--- src/rtl/dbus_pkg.sv ---
// Shared widths, defaults and the address-field helper for the data-bus decoder.
package dbus_pkg;

  localparam int DATA_W    = 32;
  localparam int ADDR_W    = 32;
  localparam int MASK_W    = 4;
  localparam int ERR_CNT_W = 16;

  // Read data returned for an access whose slave index has no port behind it.
  localparam logic [DATA_W-1:0] ERR_DATA_DEFAULT = 32'hDEAD_BEEF;

  // Extracts the w-bit slave index starting at bit lsb, zero-extended to the
  // full address width so callers can range-check it without width tricks.
  function automatic logic [ADDR_W-1:0] slave_index(
    input logic [ADDR_W-1:0] addr,
    input int unsigned       lsb,
    input int unsigned       w
  );
    logic [ADDR_W-1:0] field_mask;
    field_mask = (ADDR_W'(1) << w) - ADDR_W'(1);
    return (addr >> lsb) & field_mask;
  endfunction

endpackage

--- src/rtl/dbus_slave_port.sv ---
// One slave-facing port: forwards the request either straight through or via a
// one-cycle input register, and owns that slave's chip select and payload.
module dbus_slave_port
  import dbus_pkg::*;
#(
  parameter bit REGISTERED = 1'b0
) (
  input  logic              clk_i,
  input  logic              reset_i,
  input  logic              hit_i,
  input  logic [ADDR_W-1:0] addr_i,
  input  logic [DATA_W-1:0] wdata_i,
  input  logic [MASK_W-1:0] wmask_i,
  input  logic              wen_i,
  output logic              csb_o,
  output logic              wen_o,
  output logic [ADDR_W-1:0] addr_o,
  output logic [DATA_W-1:0] wdata_o,
  output logic [MASK_W-1:0] wmask_o
);

  if (REGISTERED) begin : g_reg

    logic              hit_q;
    logic              wen_q;
    logic [ADDR_W-1:0] addr_q;
    logic [DATA_W-1:0] wdata_q;
    logic [MASK_W-1:0] wmask_q;

    // Capture the select; cleared by reset so a pending request is dropped.
    // NOTE: state is written with <= so every flop samples pre-edge values.
    always_ff @(posedge clk_i or negedge reset_i) begin
      if (!reset_i) begin
        hit_q <= 1'b0;
      end else begin
        hit_q <= hit_i;
      end
    end

    // Capture the payload only when this slave is addressed.
    // NOTE: payload flops have no reset; csb gates them, so their value is
    // irrelevant until hit_q is set.
    always_ff @(posedge clk_i) begin
      if (hit_i) begin
        wen_q   <= wen_i;
        addr_q  <= addr_i;
        wdata_q <= wdata_i;
        wmask_q <= wmask_i;
      end
    end

    // csb depends only on a flop and reset, so it cannot glitch with the
    // master-side inputs; reset forces it high without waiting for a clock.
    assign csb_o   = ~(hit_q & reset_i);
    assign wen_o   = wen_q;
    assign addr_o  = addr_q;
    assign wdata_o = wdata_q;
    assign wmask_o = wmask_q;

  end else begin : g_direct

    // The direct path is purely combinational; the clock is not needed.
    logic unused_clk;
    assign unused_clk = clk_i;

    assign csb_o   = ~(hit_i & reset_i);
    assign wen_o   = wen_i;
    assign addr_o  = addr_i;
    assign wdata_o = wdata_i;
    assign wmask_o = wmask_i;

  end

endmodule

--- src/rtl/dbus_decoder.sv ---
// Data-bus decoder: maps the core's data port onto NUM_SLAVES memory-mapped
// slaves by an address index field, returns read data one cycle later and
// flags accesses to unmapped indices with an error pulse and a counter.
module dbus_decoder
  import dbus_pkg::*;
#(
  parameter int unsigned       NUM_SLAVES = 4,   // must not exceed 2**SEL_W
  parameter int unsigned       SEL_LSB    = 11,
  parameter int unsigned       SEL_W      = 2,
  parameter logic [31:0]       REG_MASK   = 32'b0010,
  parameter logic [DATA_W-1:0] ERR_DATA   = ERR_DATA_DEFAULT
) (
  input  logic                           clk_i,
  input  logic                           reset_i,
  input  logic                           m_req_i,
  input  logic [ADDR_W-1:0]              m_addr_i,
  input  logic [DATA_W-1:0]              m_wdata_i,
  input  logic [MASK_W-1:0]              m_wmask_i,
  input  logic                           m_wen_i,
  output logic [DATA_W-1:0]              m_rdata_o,
  output logic                           m_err_o,
  output logic [ERR_CNT_W-1:0]           err_count_o,
  output logic [NUM_SLAVES-1:0]          s_csb_o,
  output logic [NUM_SLAVES-1:0]          s_wen_o,
  output logic [NUM_SLAVES*ADDR_W-1:0]   s_addr_o,
  output logic [NUM_SLAVES*DATA_W-1:0]   s_wdata_o,
  output logic [NUM_SLAVES*MASK_W-1:0]   s_wmask_o,
  input  logic [NUM_SLAVES*DATA_W-1:0]   s_rdata_i
);

  logic [ADDR_W-1:0]     index;
  logic                  mapped;
  logic                  req_live;
  logic [NUM_SLAVES-1:0] hit;

  logic [SEL_W-1:0]      sel_d,  sel_q;
  logic                  valid_d, valid_q;
  logic                  err_d,  err_q;
  logic [ERR_CNT_W-1:0]  err_cnt_d, err_cnt_q;

  // Index is kept at full address width so the range check below stays
  // meaningful even when NUM_SLAVES fills the whole index space.
  assign index    = slave_index(m_addr_i, SEL_LSB, SEL_W);
  assign mapped   = (index < ADDR_W'(NUM_SLAVES));
  assign req_live = m_req_i & reset_i;

  // One-hot slave decode for the current request.
  // NOTE: defaulting hit before the loop keeps this block free of latches.
  always_comb begin
    hit = '0;
    for (int k = 0; k < NUM_SLAVES; k++) begin
      hit[k] = req_live & (index == ADDR_W'(k));
    end
  end

  assign sel_d   = index[SEL_W-1:0];
  assign valid_d = req_live;
  assign err_d   = req_live & ~mapped;

  // The error count saturates instead of wrapping so it never under-reports.
  always_comb begin
    err_cnt_d = err_cnt_q;
    if (err_d && (err_cnt_q != '1)) begin
      err_cnt_d = err_cnt_q + ERR_CNT_W'(1);
    end
  end

  // Response pipeline state: which slave answers next cycle, and whether the
  // previous cycle carried a request or an unmapped access.
  always_ff @(posedge clk_i or negedge reset_i) begin
    if (!reset_i) begin
      sel_q     <= '0;
      valid_q   <= 1'b0;
      err_q     <= 1'b0;
      err_cnt_q <= '0;
    end else begin
      sel_q     <= sel_d;
      valid_q   <= valid_d;
      err_q     <= err_d;
      err_cnt_q <= err_cnt_d;
    end
  end

  // Read return mux steered by the registered selection; both direct and
  // registered slaves present their data in the cycle after the request.
  always_comb begin
    m_rdata_o = '0;
    if (err_q) begin
      m_rdata_o = ERR_DATA;
    end else if (valid_q) begin
      for (int k = 0; k < NUM_SLAVES; k++) begin
        if (sel_q == SEL_W'(k)) begin
          m_rdata_o = s_rdata_i[k*DATA_W +: DATA_W];
        end
      end
    end
  end

  assign m_err_o     = err_q;
  assign err_count_o = err_cnt_q;

  for (genvar k = 0; k < NUM_SLAVES; k++) begin : g_port
    dbus_slave_port #(
      .REGISTERED (REG_MASK[k])
    ) u_port (
      .clk_i   (clk_i),
      .reset_i (reset_i),
      .hit_i   (hit[k]),
      .addr_i  (m_addr_i),
      .wdata_i (m_wdata_i),
      .wmask_i (m_wmask_i),
      .wen_i   (m_wen_i),
      .csb_o   (s_csb_o[k]),
      .wen_o   (s_wen_o[k]),
      .addr_o  (s_addr_o[k*ADDR_W +: ADDR_W]),
      .wdata_o (s_wdata_o[k*DATA_W +: DATA_W]),
      .wmask_o (s_wmask_o[k*MASK_W +: MASK_W])
    );
  end

endmodule

--- config.mk ---
export PLATFORM = sky130hd
export DESIGN_NAME = dbus_decoder
export DESIGN_NICKNAME = d
export VERILOG_FILES = /design/src/rtl/dbus_pkg.sv /design/src/rtl/dbus_slave_port.sv /design/src/rtl/dbus_decoder.sv
export SDC_FILE = /design/constraint.sdc
export NUM_CORES = 1
export LEC_CHECK = 0
export ABC_CLOCK_PERIOD_IN_PS = 1200
export BUFFER_PORTS_ARGS = -buffer_cell sky130_fd_sc_hd__buf_2
export CORE_AREA = 2 2 203 205
export DETAILED_ROUTE_END_ITERATION = 10
export DIE_AREA = 0 0 205 207
export PLACE_DENSITY_LB_ADDON = 0.2
export SLEW_MARGIN = 30
export SYNTH_ARGS = -nofsm -noshare
export SYNTH_HDL_FRONTEND = slang
export SYNTH_SLANG_ARGS = --single-unit
export TNS_END_PERCENT = 30
--- constraint.sdc ---
create_clock -name clk_i -period 1.2 [get_ports clk_i]
set_input_delay 0.06 -clock clk_i [delete_from_list [all_inputs] [get_ports clk_i]]
set_output_delay 0.06 -clock clk_i [all_outputs]
set_load 0.05 [all_outputs]
* Word-level counts from Yosys, hierarchy flattened
Cells that the tools add are included.
** Operators by class
- Multipliers :: 0
- Equality and inequality tests :: 7
- Reductions and logical operators :: 3
- Add/sub/neg operators :: 1
- Shift-type cells :: 0
- Magnitude comparators :: 1
- Multiplexer cells :: 6
- Div/mod/pow operators :: 0
- Bitwise operators :: 15
** Operators with widths (count)
- $mux W32 :: 6
- $logic_not A32 Y1 :: 1
- $add A16 B1 Y16 const B :: 1
- $ne A16 B16 Y1 const B :: 1
- $and A1 B1 Y1 :: 10
- $eq A2 B2 Y1 const B :: 4
- $not A1 Y1 :: 5
- $eq A2 B1 Y1 const B :: 2
- $lt A2 B3 Y1 const B :: 1
- $logic_not A2 Y1 :: 1
- $logic_and A1 B1 Y1 :: 1
** Storage, ports and cells
- Word-level logic and storage cells :: 42
- Memories kept :: 0
- Bits in writable memories :: 0
- Output and inout port bits :: 329
- Bits in latches :: 0
- Register bits after elaboration :: 90
- Bits in read-only memories :: 0
- Input bits :: 200

* Depth between registers and ports, before layout
- Word-level depth :: 7
- Gate-level depth with buffers :: 4
- Depth with buffers taken out :: 2

* Modules after synthesis
From an unflattened synthesis, not the netlist that was laid out.
** Second synthesis, totals
- Cell total of the unflattened synthesis :: 419
- Area total of the unflattened synthesis :: 4931.0 um^2
** By module, submodules not included
- dbus_slave_port (g_port[1].u_port) :: times used 1, sequential area each 2097.0 um^2, area an instance 2100.8 um^2, cells an instance 71
- dbus_slave_port (g_port[0].u_port ...) :: times used 3, sequential area each 0.0 um^2, area an instance 521.8 um^2, cells an instance 70
- dbus_decoder :: times used 1, sequential area each 75.1 um^2, area an instance 1265.0 um^2, cells an instance 138

* Worst setup path after synthesis
OpenSTA, ideal clock, no wires.
- Kind :: input port to flip-flop
- Start point :: input m_req_i
- End point :: register g_port[1].u_port.g_reg.hit_q
- Setup time :: 0.643 ns
- Cell stages on the path :: 2
- Buffers on the path :: 0
- Data required time :: 0.557 ns
- Path slack :: -4.653 ns
- Arrival :: 5.210 ns
- Cells stage by stage :: nand2_1 > nor3b_1
** On the way
- Longest elaborated chain between the ends :: 2
** Ends and longest elaborated chain
- start: declaration :: line dbus_decoder.sv:15 : input logic m_req_i,
- $and A1 B1 Y1 :: line dbus_decoder.sv:45 : assign req_live = m_req_i & reset_i;
- $and A1 B1 Y1 :: line dbus_decoder.sv:52 : hit[k] = req_live & (index == ADDR_W'(k));
- named net g_port[1].u_port.hit_i :: line dbus_slave_port.sv:10 : input logic hit_i,
- end signal: assignment :: line dbus_slave_port.sv:36 : hit_q <= hit_i;
- end: declaration :: line dbus_slave_port.sv:24 : logic hit_q;
The timed path passes the listed nets, and every way through them passes these cells.
A chain may end at the register's enable or synchronous reset.

* Final worst setup path
- Start point :: register sel_q[0]
- End point :: output m_rdata_o[20]
** On the way
- Longest elaborated chain between the ends :: 7
- Elaborated cells on any way between the ends :: 10
- Classes of those cells :: 3 x eq/ne; 6 x mux; 1 x reduce/logical
** Ends and longest elaborated chain
- start: declaration :: line dbus_decoder.sv:36 : logic [SEL_W-1:0] sel_d, sel_q;
- start signal: assignment :: line dbus_decoder.sv:77 : sel_q <= sel_d;
- $logic_not A2 Y1 :: line dbus_decoder.sv:92 : if (sel_q == SEL_W'(k)) begin
- $mux W32 (3 in a row) :: line dbus_decoder.sv:92
- $mux W32 (*) :: line dbus_decoder.sv:92
- $mux W32 (*) :: line dbus_decoder.sv:90 : end else if (valid_q) begin
- $mux W32 (*) :: line dbus_decoder.sv:88 : if (err_q) begin
- end: declaration :: line dbus_decoder.sv:20 : output logic [DATA_W-1:0] m_rdata_o,
Every way passes the cells marked *; elsewhere a longest branch is shown, timed or not.

==> impl_metrics.tcl <==
set metrics [dict create \
    cp-start-kind "flip-flop" \
    yosysWarnings 0 \
    synth_edf_count 69 \
    worst_ep_required_time_ns 1.14 \
    cts_root_buf "clkbuf_16" \
    final_area_um2 7944 \
    rows 74 \
    grt_pass1_vias 4273 \
    critPathBufInv 4 \
    power_density_nw_per_um2 1178 \
    drt_iter0_markers 180 \
    grt_overflow_total 0 \
    ys_seq_area_frac 0.4382 \
    placed_cell_area_um2 6689 \
    vias 4297 \
    synth_cells 421 \
    setup_ws_ns -0.5988 \
    synth_most_common_cell "buf_4" \
    syn_avg_cell_area_um2 11.77 \
    ys_top_cells_by_area "edfxtp_1, buf_4, mux2i_1" \
    path_max_fanout 13 \
    antenna_left 0 \
    critPathArrivalTime_ns 1.74 \
    syn_to_final_growth_pct 60.25 \
    wire_per_inst_um 14.41 \
    track_usage 0.08537 \
    maxSlewViolCount 0 \
    ys.flop_type "edfxtp_1" \
    hpwl_um 14830 \
    synth-seq-cells 73 \
    critPathSlowestCell "dfrtp_4" \
    numCtsBuffers 9 \
    setup_viol 32 \
    die-area_um2 42440 \
    ys_types 18 \
    core_area_um2 40370 \
    total_power_mw 9.359 \
    worst_path_most_repeated_cell "buf_12" \
    synth_top_area_frac 0.4180 \
    synth_top_area_cell "edfxtp_1" \
    max_freq_mhz 555.9 \
    worst_path_largest_cell_delay_ns 0.53 \
    cts_buffer_depth 2 \
    pre_cts_ws_ns -0.2579 \
    fin_cells 1358 \
    synth_fa_ha_area_frac 0 \
    dp_cells 1263 \
    netlist_area_um2 4957 \
    nets 1019 \
    async_flop_share 0.05479 \
    drive_gt1_frac 0.6893 \
    crit_chain "buf_12, buf_6, mux2i_2, o22ai_1, buf_4, buf_12" \
    status "finished with violations" \
    finalCritPeriodShare 1.499 \
    synthMuxAreaShare 0.1292 \
    synth_common_cells "buf_4, edfxtp_1, mux2i_1" \
    synthSimpleGateAreaFrac 0.01035 \
    hold-worst-slack_ns 0.06584 \
    pin_count 529 \
    first_pass_iters 4 \
    rsz0062_at_grt "yes" \
    vdd_ir_drop_max_mv 0.4615 \
    cts-htree-levels 3 \
    io_buffers 511 \
    grt_pass1_wl_um 26360 \
    hold_viol 0 \
    synth_compound_area_frac 0.04038 \
    grt_max_degree 33 \
    violations "negative setup slack" \
    wl_um 19570 \
    leakage_nw 3.894 \
    antenna_found_initial 0 \
    die_y_um 207 \
    cts_tree "done" \
    drc 0 \
    cts.sinks 73 \
    hp-class "in2reg" \
    maxCapViolCount 0 \
    synth_top_family_by_area "buffers and inverters" \
    clk_pin_slew_worst_paths_ns 0.07 \
    synth_xor_area_frac 0 \
    period_minus_slack_ns 1.799 \
    avgViaCountPerCell 3.164 \
    cp_top_family "buffers and inverters" \
    critical_path_class "reg2out" \
    endpoint_kind "output pin" \
    routabilityCongestion 0.7267 \
    initial_core_util 0.1228 \
    fp.dieW_um 205 \
]
where the power goes:
part           switching, mW  total (mW)  internal [mW]
logic                   2.57        3.58           1.01
registers             0.0220        2.90           2.87
clock network           1.26        2.89           1.63
worst paths after layout:
path	startpoint	cells after the start	endpoint	slack, ns
min in group asynchronous	reset_i	3	sel_q[0]$_DFF_PN0_	0.30
max in group asynchronous	reset_i	3	sel_q[0]$_DFF_PN0_	0.71
worst min-delay path	m_addr_i[11]	2	sel_q[0]$_DFF_PN0_	0.07
worst max-delay path	sel_q[0]$_DFF_PN0_	6	m_rdata_o[20]	-0.60
sequential cells by signal (all words and copies together), names as in the netlist:
register                   count
g_port.u_port.addr_o          32
g_port.u_port.g_reg.hit_q      1
g_port.u_port.wdata_o         32
g_port.u_port.wen_o            1
g_port.u_port.wmask_o          4
sel_q                          2
valid_q                        1
metal layers:
metal | up-vias | GRT usage | wire, um
met5 | - | 0 | 0
met4 | 0 | 0.02828 | 351
met1 | 1951 | 0.08041 | 6630
met3 | 14 | 0.02517 | 1930
li1 | 2022 | - | -
met2 | 310 | 0.1714 | 10660
cells by family after synthesis:
family / after synthesis
multiplexers: 64
AND/OR/NAND/NOR: 8
AO/OA/AOI/OAI: 32
other: 1
buffers and inverters: 243
flip-flops: 73
stage by stage:
stage,utilization,TNS [ns]
3_5_place_dp,0.1657,-6.124
2_1_floorplan,-,-92.22
4_1_cts,0.1954,-17.80
3_3_place_gp,0.1657,-6.452
6_report,0.1968,-16.72
5_1_grt,0.1967,-18.79
final cells by class:
class | instances | area [um2]
fillers | 4471 | 32420
repair buffers | 613 | 3790
flip-flops and latches | 73 | 2176
multi-input cells | 121 | 1002
well taps | 532 | 665.6
clock buffers | 9 | 225.2
clock inverters | 7 | 76.32
diodes | 2 | 5.005
inverters | 1 | 3.754
repair_timing:
action	CTS	global route
hold buffers	69	0
hold endpoints to repair	72	0
pin swaps	12	2
gates resized for setup	35	8
setup buffers	3	1
setup endpoints to repair	32	32
gates cloned	3	1
cells in the final DEF (no fill, tap or decap):
| cell type | n |
|---|---|
| buf_16 | 4 |
| buf_12 | 9 |
| bufinv_16 | 1 |
| dfrtp_4 | 1 |
| or2b_4 | 1 |
| or3_1 | 1 |
| dfrtp_1 | 3 |
| edfxtp_1 | 69 |
| buf_2 | 479 |
| nor3b_4 | 1 |
| inv_1 | 1 |
| inv_6 | 3 |
| clkbuf_16 | 10 |
| mux2i_1 | 59 |
| conb_1 | 17 |
| clkinvlp_4 | 1 |
| diode_2 | 2 |
| clkinv_1 | 1 |
| nand4_1 | 1 |
| buf_4 | 50 |
| dlygate4sd3_1 | 69 |
| buf_6 | 1 |
| clkinv_4 | 1 |
| nand2_8 | 1 |
| nand2_1 | 2 |
| nand4b_1 | 1 |
| mux2i_2 | 5 |
| o22ai_1 | 32 |
No activity file was read; power rests on OpenSTA's default activity.
